File: config.mk
export PLATFORM = sky130hd
export DESIGN_NAME = mem_access_ctrl
export DESIGN_NICKNAME = d
export VERILOG_FILES = /design/src/rtl/mem_access_ctrl.sv
export SDC_FILE = /design/constraint.sdc
export NUM_CORES = 1
export LEC_CHECK = 0
export ABC_AREA = 1
export BUFFER_PORTS_ARGS = -buffer_cell sky130_fd_sc_hd__buf_4
export CAP_MARGIN = 20
export CORE_ASPECT_RATIO = 1.4
export CORE_MARGIN = 2
export CORE_UTILIZATION = 49
export DETAILED_ROUTE_END_ITERATION = 10
export PLACE_DENSITY = 0.93
export SETUP_SLACK_MARGIN = 0.5
export SYNTH_ARGS = -nofsm -noshare
export SYNTH_HDL_FRONTEND = slang
export SYNTH_SLANG_ARGS = --single-unit
File: constraint.sdc
create_clock -name clk -period 3.05 [get_ports clk]
set_input_delay 0.61 -clock clk [delete_from_list [all_inputs] [get_ports clk]]
set_output_delay 0.61 -clock clk [all_outputs]
set_load 0.02 [all_outputs]
File: src/rtl/mem_access_ctrl.sv
// MEM-stage load/store controller in front of data_memory: one response per accepted request.
// Optional one-entry posted store buffer under `MEM_ACCESS_CTRL_STORE_BUFFER_EN.
module mem_access_ctrl #(
  parameter int MEM_DEPTH = 256
) (
  input  logic        clk,
  input  logic        rst,
  input  logic        req_valid,
  output logic        req_ready,
  input  logic        req_we,
  input  logic [15:0] req_addr,
  input  logic [15:0] req_wdata,
  output logic        rsp_valid,
  output logic [15:0] rsp_rdata,
  output logic        rsp_err,
  output logic        d_mem_write_en,
  output logic        d_mem_read,
  output logic [15:0] d_mem_addr,
  output logic [15:0] d_mem_write_data,
  input  logic [15:0] d_mem_read_data
);

  typedef enum logic [1:0] {IDLE, RD, WR, RSP} state_t;

  localparam logic [16:0] DEPTH = 17'(MEM_DEPTH);

  state_t      state;
  logic [15:0] addr_q;
  logic        in_range;
  logic        rd_en;

  assign in_range  = {1'b0, req_addr} < DEPTH;
  assign req_ready = (state == IDLE) && !rst;
  assign rd_en     = !rst && (state == RD);
  assign d_mem_read = rd_en;

`ifdef MEM_ACCESS_CTRL_STORE_BUFFER_EN
  logic        sb_valid;
  logic [15:0] sb_addr, sb_data;
  logic        drain, sb_hit;

  // The entry survives its own response cycle so a load issued right behind the
  // store can still be forwarded; it is written out in the following IDLE cycle.
  assign drain  = !rst && sb_valid && (state == IDLE);
  assign sb_hit = sb_valid && (sb_addr == req_addr);

  assign d_mem_write_en   = drain;
  assign d_mem_addr       = rd_en ? addr_q : (drain ? sb_addr : 16'h0);
  assign d_mem_write_data = drain ? sb_data : 16'h0;
`else
  logic [15:0] wdata_q;
  logic        wr_en;

  assign wr_en            = !rst && (state == WR);
  assign d_mem_write_en   = wr_en;
  assign d_mem_addr       = (rd_en || wr_en) ? addr_q : 16'h0;
  assign d_mem_write_data = wr_en ? wdata_q : 16'h0;
`endif

  always_ff @(posedge clk) begin
    if (rst) begin
      state     <= IDLE;
      addr_q    <= 16'h0;
      rsp_valid <= 1'b0;
      rsp_err   <= 1'b0;
      rsp_rdata <= 16'h0;
`ifdef MEM_ACCESS_CTRL_STORE_BUFFER_EN
      sb_valid  <= 1'b0;
      sb_addr   <= 16'h0;
      sb_data   <= 16'h0;
`else
      wdata_q   <= 16'h0;
`endif
    end else begin
      rsp_valid <= 1'b0;
      rsp_err   <= 1'b0;
      rsp_rdata <= 16'h0;
`ifdef MEM_ACCESS_CTRL_STORE_BUFFER_EN
      if (drain) sb_valid <= 1'b0;
`endif
      case (state)
        IDLE: if (req_valid) begin
          if (!in_range) begin
            rsp_valid <= 1'b1;
            rsp_err   <= 1'b1;
            state     <= RSP;
          end else if (req_we) begin
`ifdef MEM_ACCESS_CTRL_STORE_BUFFER_EN
            // a same-edge drain has already written the old entry
            sb_valid  <= 1'b1;
            sb_addr   <= req_addr;
            sb_data   <= req_wdata;
            rsp_valid <= 1'b1;
            state     <= RSP;
`else
            addr_q    <= req_addr;
            wdata_q   <= req_wdata;
            state     <= WR;
`endif
          end else begin
`ifdef MEM_ACCESS_CTRL_STORE_BUFFER_EN
            if (sb_hit) begin
              rsp_valid <= 1'b1;
              rsp_rdata <= sb_data;
              state     <= RSP;
            end else begin
              addr_q <= req_addr;
              state  <= RD;
            end
`else
            addr_q <= req_addr;
            state  <= RD;
`endif
          end
        end
        RD: begin
          rsp_valid <= 1'b1;
          rsp_rdata <= d_mem_read_data;
          state     <= RSP;
        end
        WR: begin
          rsp_valid <= 1'b1;
          state     <= RSP;
        end
        RSP:     state <= IDLE;
        default: state <= IDLE;
      endcase
    end
  end

endmodule

After elaboration in Yosys (flattened, before gate mapping). Index checks and enable logic that the tools add are counted.

Memories: 0. RAM bits: 0. Bits of input ports: 52. Word-level logic and storage cells: 33. Bits in registers: 52. Bits in read-only memories: 0. Latch bits: 0.

Muxes and demuxes: 9. $lt $le $gt $ge: 1. Bitwise gates (word level): 2. Equal/unequal tests: 4. Add/subtract/negate cells: 0. Reductions and logical operators: 11. Div/mod/pow operators: 0. Multipliers: 0. Shift operators: 0.

Operators by type and width (count): $mux 16 (2); $lt 16x9->1 const B (1); $mux 2 (3); $pmux 2 s3 (1); $reduce_or 2->1 (3); $eq 2x2->1 const B (2); $reduce_and 4->1 (1); $logic_and 1x1->1 (3); $reduce_and 3->1 (1); $eq 2x1->1 const B (1); $logic_not 2->1 (1); $mux 1 (2); $ne 2x2->1 const B (1); $not 1->1 (2); $pmux 1 s2 (1); $logic_not 1->1 (1); $logic_or 1x1->1 (1).

Depth between registers and ports, before layout. Gate-level depths: netlist of run 1.

Depth after elaboration: 4. Depth in mapped cells: 8.

Least setup slack after synthesis of run 1. No wires, ideal clock.

Path type: input port to output port. From: input port rst. To: output port d_mem_addr[10]. Slack: 0.967 ns. Buffers on the path: 1. Arrival time: 1.473 ns. Cell stages on the path: 6. Cell sequence: inv_2 > nand2_2 > inv_2 > nor2_4 > buf_4 > nor2_1.

Cells in the longest elaborated chain, start to end: 4.

Ends and longest elaborated chain: start, declared (RTL line 7) `input logic rst,`; $logic_not 1->1 (RTL line 54) `assign wr_en = !rst && (state == WR);`; $logic_and 1x1->1 (RTL line 54); via d_mem_write_en (RTL line 16) `output logic d_mem_write_en,`; $logic_or 1x1->1 (RTL line 56) `assign d_mem_addr = (rd_en || wr_en) ? addr_q : 16'h0;`; $mux 16 (RTL line 56); end, declared (RTL line 18) `output logic [15:0] d_mem_addr,`.

The timed path passes the listed nets, and every way through them passes these cells.

Final worst setup path of run 1.
From: input port rst. To: output port d_mem_addr[13].

Cells in the longest elaborated chain, start to end: 4.

Ends and longest elaborated chain (RTL line): $logic_not 1->1 (*) (34, 54); $logic_and 1x1->1, on equally long branches (34, 54); $logic_or 1x1->1 (*) (56); $mux 16 (*) (56).

Every way passes the cells marked *; elsewhere a longest branch is shown, timed or not.

==> summary.md, run 1 <==
| Metric | Value |
|---|---|
| Status | `complete, no violations` |
| Endpoints failing setup | `0` |
| Synth Area in Adders | `2.33%` |
| Synth Area in Compound Gates | `1.40%` |
| Total number of vias | `2,048` |
| Max rail drop VDD | `0.000442 V` |
| CTS tree | `yes` |
| Fin crit share | `76.8%` |
| Post-route cell area | `3080 um^2` |
| First-pass DRT Iterations | `5` |
| Startpoint Class | `input port` |
| Mapped Nets | `361` |
| Post-Synthesis Cells | `305` |
| Global Route met2 Usage | `38.7%` |
| Layout cells sized above 1 | `31.3%` |
| Synth cell types | `19` |
| Utilization after layout | `72.7%` |
| GR Layer Usage met3 | `3.43%` |
| Fin Clk Skew | `0.00851 ns` |
| Post-Synth XOR/XNOR Area | `0%` |
| Die area | `4940 um^2` |
| Leak pwr | `1.68 nW` |
| Post-DP HPWL | `3.63 mm` |
| Number of synthesized flops with an enable pin | `0` |
| Syn Area/Cell | `7.04 um^2` |
| Worst Hold Class | `flop to flop` |
| Switching power | `0.000515 W` |
| Row cnt | `28` |
| Initial Utilization | `50.7%` |
| CORE AREA | `4240 um^2` |
| PnR Total Power | `0.00170 W` |
| YS warnings | `0` |
| Routed WL | `4.92 mm` |
| Hold-fix buffers, CTS | `0` |
| Area grow syn2layout | `43.4%` |
| FF+latch count, synth | `52` |
| # diodes | `0` |
| Root Driver | `clkbuf_8` |
| GRT Util Overall | `20.0%` |
| Crit. End Element | `output port` |
| Worst-case clock buffer depth | `2` |
| Largest net degree at the start of global routing | `33` |
| Crit path arrival time | `1.73 ns` |
| Worst-path clk slew | `0.09 ns` |
| Vias/cell | `4.37` |
| Iteration-0 DRC Markers | `103` |
| Part of the power in registers | `44.1%` |
| Post-synthesis sequential area ratio | `48.5%` |
| Crit path time final | `2.34 ns` |
| Die height | `82.3 um` |
| Most Crowded Layer GR | `met2` |
| Post-synthesis mux area share | `0%` |
| Setup TNS | `0 ns` |
| Critical path class | `input port to output port` |
| Initial antenna violation count | `0` |
| Remaining antenna violation count | `0` |
| Met1 usage | `20.6%` |
| Die X | `60.0 um` |
| Commonest non-fill, non-tap cell in the layout | `buf_4` |
| PortBufs | `104` |
| F_max | `427 MHz` |
| Max Fanout on Critical Path | `26` |
| Commonest non-fill, non-tap cells in the layout | `105 x buf_4, 101 x nor2_1, 55 x inv_1` |
| Clk_lat worst skew | `0.30 ns` |
| Max-Cap Viols | `0` |
| Nets | `464` |
| Cell area after synthesis | `2150 um^2` |
| Sw Ratio | `30.2%` |
| Total congestion overflow | `0` |
| Final Hold Viols | `0` |
| WP data required | `2.44 ns` |
| GP Congestion | `0.775` |
| Pwr dens | `553 nW/um^2` |
| Number of global-route vias before repair | `1,860` |
| # IOs | `105` |
| Largest family of logic cells by synthesized area | `simple AND/OR/NAND/NOR gates` |
| Htree depth | `2` |
| Fill cell count | `352` |
| Unrepaired setup endpoints after global routing | `false` |
| Comb power frac | `27.0%` |
| Final Slew Violations | `0` |
| Worst slew margin | `77.2%` |
| DRC violations left | `0` |
| Primary FF master, synth | `dfxtp_1` |
| Post-synthesis async set-or-reset flop share | `0%` |
| Sink Count | `52` |
| Clock Power Share | `28.8%` |
| Post-Synth Simple-Gate Area | `34.0%` |
| Inserted Clock Buffers | `5` |
| First-pass GRT wire length | `7.53 mm` |
| Place WS | `0.488 ns` |
| Int Pwr | `0.00119 W` |
| Final setup margin | `0.708 ns` |
| Routed length per instance | `10.5 um` |
| Least-Margin Pin Slew | `0.343 ns` |
| Placed Area | `2930 um^2` |
-- worst max-delay path, cell delays in order --
cell     delay (ns)
buf_4          0.16
inv_4          0.22
nand2_4        0.19
inv_2          0.12
nor2_4         0.04
buf_12         0.13
nor2_1         0.09
buf_4          0.15
-- layer usage --
layer | vias to the layer above | part of all wire [%]
met5 | - | 0
met2 | 70 | 56
met3 | 10 | 4.6
met4 | 0 | 2.1
met1 | 893 | 38
li1 | 1075 | -
-- timing repair --
item                       in CTS  in global routing
gates cloned                    0                  0
setup endpoints to repair      16                 16
resized for setup               1                  2
pin swaps                       0                  1
buffers inserted                0                  1
-- final timing paths --
check	end	start	cells past startpoint	slack (ns)
min	addr_q[14]$_SDFFE_PP0P_	addr_q[14]$_SDFFE_PP0P_	2	0.45
max reg2reg	wdata_q[10]$_SDFFE_PP0P_	state[0]$_SDFFE_PP0P_	5	1.49
min reg2reg	addr_q[14]$_SDFFE_PP0P_	addr_q[14]$_SDFFE_PP0P_	2	0.45
max	d_mem_addr[13]	rst	8	0.71
-- power groups by stage --
stage / clock (W) / combinational (W) / sequential (W)
finish: 0.000491 / 0.000461 / 0.000752
CTS: 0.000498 / 0.000436 / 0.000753
global route: 0.000521 / 0.000502 / 0.000759
floorplan: 0 / 0.000220 / 0.000811
global placement: 0 / 0.000412 / 0.000766
detailed placement: 0 / 0.000427 / 0.000768
-- registers in the layout, summed over array words and instances (netlist names) --
name	count
rsp_valid	1
rsp_rdata	16
state	2
rsp_err	1
addr_q	16
wdata_q	16
-- layout make-up --
| class | count | area, um^2 | share of cell area [%] |
|---|---|---|---|
| sequential | 52 | 1040 | 33.8 |
| multi-input combinational | 185 | 816 | 26.5 |
| timing repair buffer | 106 | 808 | 26.2 |
| inverter | 58 | 220 | 7.15 |
| clock buffer | 6 | 82.6 | 2.68 |
| tap | 60 | 75.1 | 2.44 |
| clock inverter | 2 | 38.8 | 1.26 |
-- stage by stage --
step	instances	hold WS (ns)
floorplan	305	0.422
global placement	460	0.438
detailed placement	460	0.440
CTS	468	0.453
global route	469	0.473
finish	469	0.454
-- synth_stat cells (3+ instances only) --
master / number / area [um^2]
inv_1: 55 / 206
nor3_1: 9 / 45.0
inv_2: 3 / 11.3
nand2_1: 52 / 195
ha_1: 4 / 50.1
nor2_1: 101 / 379
dfxtp_1: 52 / 1040
a21oi_1: 4 / 20.0
nand2_2: 5 / 31.3
buf_6: 3 / 33.8
buf_2: 4 / 20.0
-- cells by family (layout without fill, tap and decap cells) --
| kind of cell | count (synthesis) | after routing |
|---|---|---|
| fa+ha+maj | 4 | 4 |
| flops | 52 | 52 |
| buf+inv | 68 | 172 |
| simple gates | 175 | 175 |
| compound gates | 6 | 6 |
Power figures use the tool's default switching activity.
==> inputs of run 2 (changes only) <==
ABC_AREA = 0   (was 1)
CORE_UTILIZATION = 46   (was 49)
PLACE_DENSITY = 0.88   (was 0.93)
clock period = 2.17 ns   (was 3.05 ns; I/O delays follow)
==> run 2 against run 1 <==
  * Register-to-register slack worse by 0.81 ns
  * Critical path depth down 2
  * Sequential share of layout area down 3.7 points
  * Via count down 9.4%
  * Critical endpoint is now d_mem_write_data[10]
  * Global-route usage down 0.68 points
  * Sequential power up 44%
  * Synthesized cell count down 28%
  * Critical path type is now flop to output port
==> summary.md, run 2 <==
| Metric | Value |
|---|---|
| Status | `complete, no violations` |
| Fin crit share | `87.7%` |
| Die height | `86.6 um (+5.2%)` |
| Worst-path clk slew | `0.10 ns (about the same)` |
| Layout cells sized above 1 | `48.0% (+17 points)` |
| WP data required | `1.74 ns (-0.70 ns)` |
| F_max | `525 MHz` |
| Final Hold Viols | `0 (unchanged)` |
| Top flop regs | `addr_q x16, rsp_rdata x16, wdata_q x16` |
| Synth top area cells | `dfxtp_1 46%, nand2b_1 14%, and2_1 13%, mux2i_1 11%, nor3b_1 2.7%` |
| GRT Util Overall | `19.3% (-0.68 points)` |
| Final Slew Violations | `0 (unchanged)` |
| Max rail drop VDD | `0.000536 V (+22%)` |
| Cell area after synthesis | `2240 um^2 (+4.4%)` |
| Number of synthesized flops with an enable pin | `0 (unchanged)` |
| CTS tree | `yes` |
| Commonest non-fill, non-tap cells in the layout | `78 x buf_4, 50 x dfxtp_1, 49 x nand2b_1` |
| Largest net degree at the start of global routing | `35 (+6.1%)` |
| Area grow syn2layout | `55.2%` |
| # IOs | `105 (unchanged)` |
| Vias/cell | `4.70 (+7.5%)` |
| Die X | `63.0 um (+5.1%)` |
| Fin Clk Skew | `0.00830 ns (-0.000214 ns)` |
| Sink Count | `52 (unchanged)` |
| Number of global-route vias before repair | `1,787 (-3.9%)` |
| Count leader, synth | `dfxtp_1` |
| Max-Cap Viols | `0 (unchanged)` |
| Primary FF master, synth | `dfxtp_1` |
| YS warnings | `0 (unchanged)` |
| Routed WL | `5.32 mm (+8.0%)` |
| Critical path's slowest cell | `dfxtp_4` |
| Setup TNS | `0 ns (unchanged)` |
| Die area | `5460 um^2 (+11%)` |
| Multi-input gate area | `1250 um^2 (+54%)` |
| Worst slew margin | `68.5% (-8.7 points)` |
| Htree depth | `2 (unchanged)` |
| Post-synthesis async set-or-reset flop share | `0% (unchanged)` |
| Largest area contributor in the netlist | `dfxtp_1` |
| Post-Synthesis Cells | `221 (-28%)` |
| Register area | `1050 um^2 (+0.72%)` |
| Top cells by count, synth | `52 x dfxtp_1, 49 x nand2b_1, 48 x and2_1` |
| Initial Utilization | `47.1% (-3.6 points)` |
| Fill cell count | `358 (+1.7%)` |
| Hold_ws | `0.327 ns (-0.127 ns)` |
| Routed length per instance | `13.5 um (+28%)` |
| Least-Margin Pin Slew | `0.470 ns (+0.127 ns)` |
| Initial antenna violation count | `0 (unchanged)` |
| DRC violations left | `0 (unchanged)` |
| Pwr dens | `680 nW/um^2 (+23%)` |
| Worst Hold Class | `input port to flop` |
| # diodes | `0 (unchanged)` |
| PortBufs | `104 (unchanged)` |
| Inserted Clock Buffers | `5 (unchanged)` |
| Endpoints failing setup | `0 (unchanged)` |
| Commonest non-fill, non-tap cell in the layout | `buf_4` |
| Mapped Nets | `277 (-23%)` |
| Nets | `386 (-17%)` |
| Iteration-0 DRC Markers | `46 (-55%)` |
| GP Congestion | `0.729 (-6.0%)` |
| First-pass DRT Iterations | `4 (-1)` |
| Crit path time final | `1.90 ns` |
| Synth cell types | `22 (+3)` |
| Leak pwr | `1.62 nW (-3.5%)` |
| Crit path arrival time | `1.47 ns (-0.26 ns)` |
| Crit. End Element | `output port` |
| Max Fanout on Critical Path | `13 (-50%)` |
| Total number of vias | `1,855 (-9.4%)` |
| Post-synth top area share | `46.4% (-2.1 points)` |
| Row cnt | `30 (+7.1%)` |
| Syn Area/Cell | `10.2 um^2 (+44%)` |
| Critical path class | `flop to output port` |
| Remaining antenna violation count | `0 (unchanged)` |
| CORE AREA | `4770 um^2 (+12%)` |
| Startpoint Class | `flop` |
| Unrepaired setup endpoints after global routing | `true` |
| Worst-case clock buffer depth | `2 (unchanged)` |
| Root Driver | `clkbuf_8` |
| Critical path, cell by cell | `inv_4 -> ha_4 -> nor2b_4 -> buf_12 -> and2_1 -> buf_6` |
| First-pass GRT wire length | `8.32 mm (+10%)` |
| Post-DP HPWL | `3.73 mm (+2.8%)` |
| Post-synthesis sequential area ratio | `46.4% (-2.1 points)` |
| Clk_lat worst skew | `0.30 ns (about the same)` |
| CP max stage delay | `0.38 ns (+0.16 ns)` |
| FF+latch count, synth | `52 (unchanged)` |
| Total congestion overflow | `0 (unchanged)` |
## run 2: cell types whose count changed after synthesis, sizes merged, moves of 7 or more
cell	delta
and2	+48
clkbuf	+7
inv	-56
mux2i	+24
nand2	-55
nand2b	+49
nor2	-102
nor3	-9
nor3b	+8
## run 2: kinds of logic after synthesis
logic type | after synthesis | share of synthesized area (%)
flip-flops | 52 | 46.4
buffers and inverters | 14 | 3.18
adder cells (fa/ha/maj) | 4 | 2.23
multiplexers | 24 | 10.7
AO/OA/AOI/OAI | 6 | 1.78
AND/OR/NAND/NOR | 121 | 35.7
## run 2: per-layer routing
metal,up-vias,global-route usage [%],routed length [um],share of wire (%)
li1,931,-,-,-
met1,863,21.0,1960,37
met2,56,37.1,3020,57
met3,5,4.42,281,5.3
met4,0,5.45,62,1.2
met5,-,0,0,0
## run 2: worst max-delay path: cells and delay by family, from the launching register on
family	cells	cell delay, ns
buffers and inverters	3	0.32
adders and majority gates	1	0.14
DFF	1	0.38
and+or+nand+nor	2	0.33
## run 2: final cells by class
class,count,share of cell area (%)
Inverter,2,0.359
Timing Repair Buffer,113,28.6
Clock inverter,3,0.611
Tap cell,64,2.30
Sequential cell,52,30.1
Clock buffer,5,1.98
Multi-Input combinational cell,156,36.0
## run 2: through the flow
stage	area, um^2	util, %	cells	power [W]	setup WS, ns
6_report	3480	73.0	395	0.00237	0.266
2_1_floorplan	2260	-	221	0.00140	0.505
4_1_cts	3460	72.5	394	0.00236	0.266
5_1_grt	3480	73.0	395	0.00249	0.196
3_5_place_dp	3090	64.9	382	0.00165	0.123
3_3_place_gp	3090	64.9	382	0.00162	0.170
## run 2: worst paths after layout
kind                                    to  slack [ns]  cells after the start               startpoint
setup / recovery      d_mem_write_data[10]        0.27                      6    state[0]$_SDFFE_PP0P_
hold / removal    rsp_rdata[15]$_SDFF_PN0_        0.33                      2      d_mem_read_data[15]
setup reg to reg   wdata_q[3]$_SDFFE_PP0P_        0.68                      6    state[0]$_SDFFE_PP0P_
hold reg to reg    addr_q[15]$_SDFFE_PP0P_        0.48                      1  addr_q[15]$_SDFFE_PP0P_
## run 2: power breakdown
| group | internal (W) | switching [W] | leakage (nW) | total, W |
|---|---|---|---|---|
| Combinational | 0.000351 | 0.000386 | 1.15 | 0.000736 |
| Clock | 0.000229 | 0.000318 | 0.0445 | 0.000548 |
| Sequential | 0.00103 | 0.0000490 | 0.422 | 0.00108 |
| Total | 0.00161 | 0.000753 | 1.62 | 0.00237 |
## run 2: what timing repair did
item,CTS,global route
cloned,1,0
buffers inserted,3,1
setup endpoints to repair,35,38
pin swaps,19,12
resized for setup,74,2
hold buffers,0,0
==> inputs of run 3 (changes only) <==
clock period = 1.9 ns   (was 2.17 ns; I/O delays follow)
==> run 3 against run 2 <==
  * Register-to-register slack got worse by 0.37 ns
  * Global-route usage decreased by 0.69 points
  * Clock skew decreased by 0.0038 ns
  * Combinational power increased by 35%
==> summary.md, run 3 (synthesis results as in run 2) <==
| Metric | Value |
|---|---|
| Status | `complete, no violations` |
| Fill cell count | `328 (-8.4%)` |
| Register-to-Register Path Depth | `7 (+1)` |
| Final Slew Violations | `0 (unchanged)` |
| Layout cells sized above 1 | `53.7% (+5.7 points)` |
| First-pass GRT wire length | `8.09 mm (-2.7%)` |
| Fin Clk Skew | `0.00455 ns (-0.00375 ns)` |
| Initial antenna violation count | `0 (unchanged)` |
| First-pass DRT Iterations | `4 (unchanged)` |
| GP Congestion | `0.698 (-4.2%)` |
| Total number of vias | `1,852 (-0.16%)` |
| Final Hold Viols | `0 (unchanged)` |
| Iteration-0 DRC Markers | `34 (-26%)` |
| Max Fanout on Critical Path | `8 (-5)` |
| GRT Util Overall | `18.7% (-0.69 points)` |
| Max-Cap Viols | `0 (unchanged)` |
| PortBufs | `104 (unchanged)` |
| Area grow syn2layout | `63.9%` |
| Worst hold start | `d_mem_read_data[9]` |
| Sink Count | `52 (unchanged)` |
| Endpoints failing setup | `0 (unchanged)` |
| Worst slew margin | `84.4% (+16 points)` |
| Hold path cells | `2 (unchanged)` |
| Leak pwr | `1.72 nW (+6.0%)` |
| Unrepaired setup endpoints after global routing | `true` |
| Worst Hold Class | `input port to flop` |
| Inserted Clock Buffers | `5 (unchanged)` |
| Largest net degree at the start of global routing | `33 (-5.7%)` |
| Commonest non-fill, non-tap cell in the layout | `buf_4` |
| Hold_ws | `0.279 ns (-0.0473 ns)` |
| Final non-filler cell total | `401 (+1.5%)` |
| Vias/cell | `4.62 (-1.7%)` |
| Htree depth | `2 (unchanged)` |
| Slack of the worst reg-to-reg path | `0.31 ns (-0.37 ns)` |
| Clk_lat worst skew | `0.29 ns (about the same)` |
| Multi-input gate area | `1300 um^2 (+3.7%)` |
| Crit path arrival time | `1.47 ns (about the same)` |
| Least-Margin Pin Slew | `0.232 ns (-0.238 ns)` |
| Total congestion overflow | `0 (unchanged)` |
| Setup TNS | `0 ns (unchanged)` |
| RR Endpoint | `wdata_q[9]$_SDFFE_PP0P_` |
| Crit. End Element | `output port` |
| Initial Utilization | `47.1% (unchanged)` |
| Worst-case clock buffer depth | `2 (unchanged)` |
| PnR Total Power | `0.00297 W (+25%)` |
| Root Driver | `clkbuf_8` |
| Die X | `63.0 um (unchanged)` |
| WP data required | `1.52 ns (-0.22 ns)` |
| Worst-path clk slew | `0.09 ns (about the same)` |
| Remaining antenna violation count | `0 (unchanged)` |
| Startpoint Class | `flop` |
| Commonest non-fill, non-tap cells in the layout | `80 x buf_4, 50 x dfxtp_1, 49 x nand2b_1` |
| Number of global-route vias before repair | `1,826 (+2.2%)` |
| CORE AREA | `4770 um^2 (unchanged)` |
| DRC violations left | `0 (unchanged)` |
| Pwr dens | `807 nW/um^2 (+19%)` |
| # IOs | `105 (unchanged)` |
| Top flop regs | `addr_q x16, rsp_rdata x16, wdata_q x16` |
| Critical path class | `flop to output port` |
| Die height | `86.6 um (unchanged)` |
| Fin crit share | `97.4%` |
| Die area | `5460 um^2 (unchanged)` |
| Routed length per instance | `13.0 um (-3.3%)` |
| Crit path time final | `1.85 ns` |
| Reg-to-Reg Start | `state[1]$_SDFFE_PP0P_` |
| Hold Path End | `rsp_rdata[9]$_SDFF_PN0_` |
| Post-DP HPWL | `3.53 mm (-5.5%)` |
| Row cnt | `30 (unchanged)` |
| # diodes | `0 (unchanged)` |
| Placed insts | `381 (-0.26%)` |
| Register area | `1050 um^2 (unchanged)` |
| F_max | `540 MHz` |
| CTS tree | `yes` |
| Routed WL | `5.22 mm (-1.8%)` |
| Max rail drop VDD | `0.000575 V (+7.2%)` |
| Nets | `392 (+1.6%)` |
[run 3: cell types whose count changed in the layout (fill, tap and decap cells not counted), sizes merged]
cell	change
buf	+5
bufbuf	+1
bufinv	+1
clkbuf	+1
inv	-1
nor2	-1
[run 3: timing repair]
item                                    CTS  global route
hold buffers                              0             0
resized for setup                        36            27
endpoints found under the setup margin   52            69
pin swaps                                 6            12
gates cloned                              2             0
setup buffers                             8             2
[run 3: metal layers]
layer	track usage [%]	wire length (um)	up-vias
met2	37.7	3040	60
met5	0	0	-
met4	6.06	28	0
li1	-	-	936
met3	2.99	197	2
met1	19.1	1960	854
[run 3: critical path, cell delays in order (launching register included)]
cell       delay (ns)
dfxtp_4          0.39
inv_4            0.04
ha_4             0.16
nor2_4           0.12
nor2_4           0.06
clkbuf_16        0.15
and2_4           0.13
buf_6            0.12
[run 3: how the worst max path moves through the flow]
stage                                startpoint                endpoint  slack (ns)  cells after the start
final                     state[1]$_SDFFE_PP0P_          d_mem_addr[14]        0.05                      7
after floorplan                    req_addr[12]  addr_q[6]$_SDFFE_PP0P_        0.38                      5
after detailed placement  state[0]$_SDFFE_PP0P_          d_mem_addr[12]        0.13                      6
after global routing      state[0]$_SDFFE_PP0P_     d_mem_write_data[1]       0.003                      6
after global placement    state[1]$_SDFFE_PP0P_          d_mem_addr[13]        0.20                      6
after CTS                 state[0]$_SDFFE_PP0P_     d_mem_write_data[5]        0.04                      6
[run 3: stage by stage]
stage	utilization [%]	instance area [um^2]	setup slack (ns)
after floorplan	-	2370	0.376
after global routing	77.1	3680	0.00319
after detailed placement	66.7	3180	0.133
final	77.1	3680	0.0494
after CTS	74.9	3570	0.0432
after global placement	66.7	3180	0.203
[run 3: final cells by class]
class | instances | area share [%]
Clock buffer | 5 | 1.87
Clock inverter | 3 | 1.16
Tap cell | 64 | 2.18
Multi-Input combinational cell | 155 | 35.3
Sequential cell | 52 | 28.5
Inverter | 2 | 0.340
Timing Repair Buffer | 120 | 30.6
[run 3: power by group]
part           switching [W]  internal, W  total [W]  leakage [nW]
registers          0.0000550      0.00118    0.00123         0.422
logic               0.000454     0.000539   0.000993          1.24
clock network       0.000348     0.000390   0.000738        0.0541
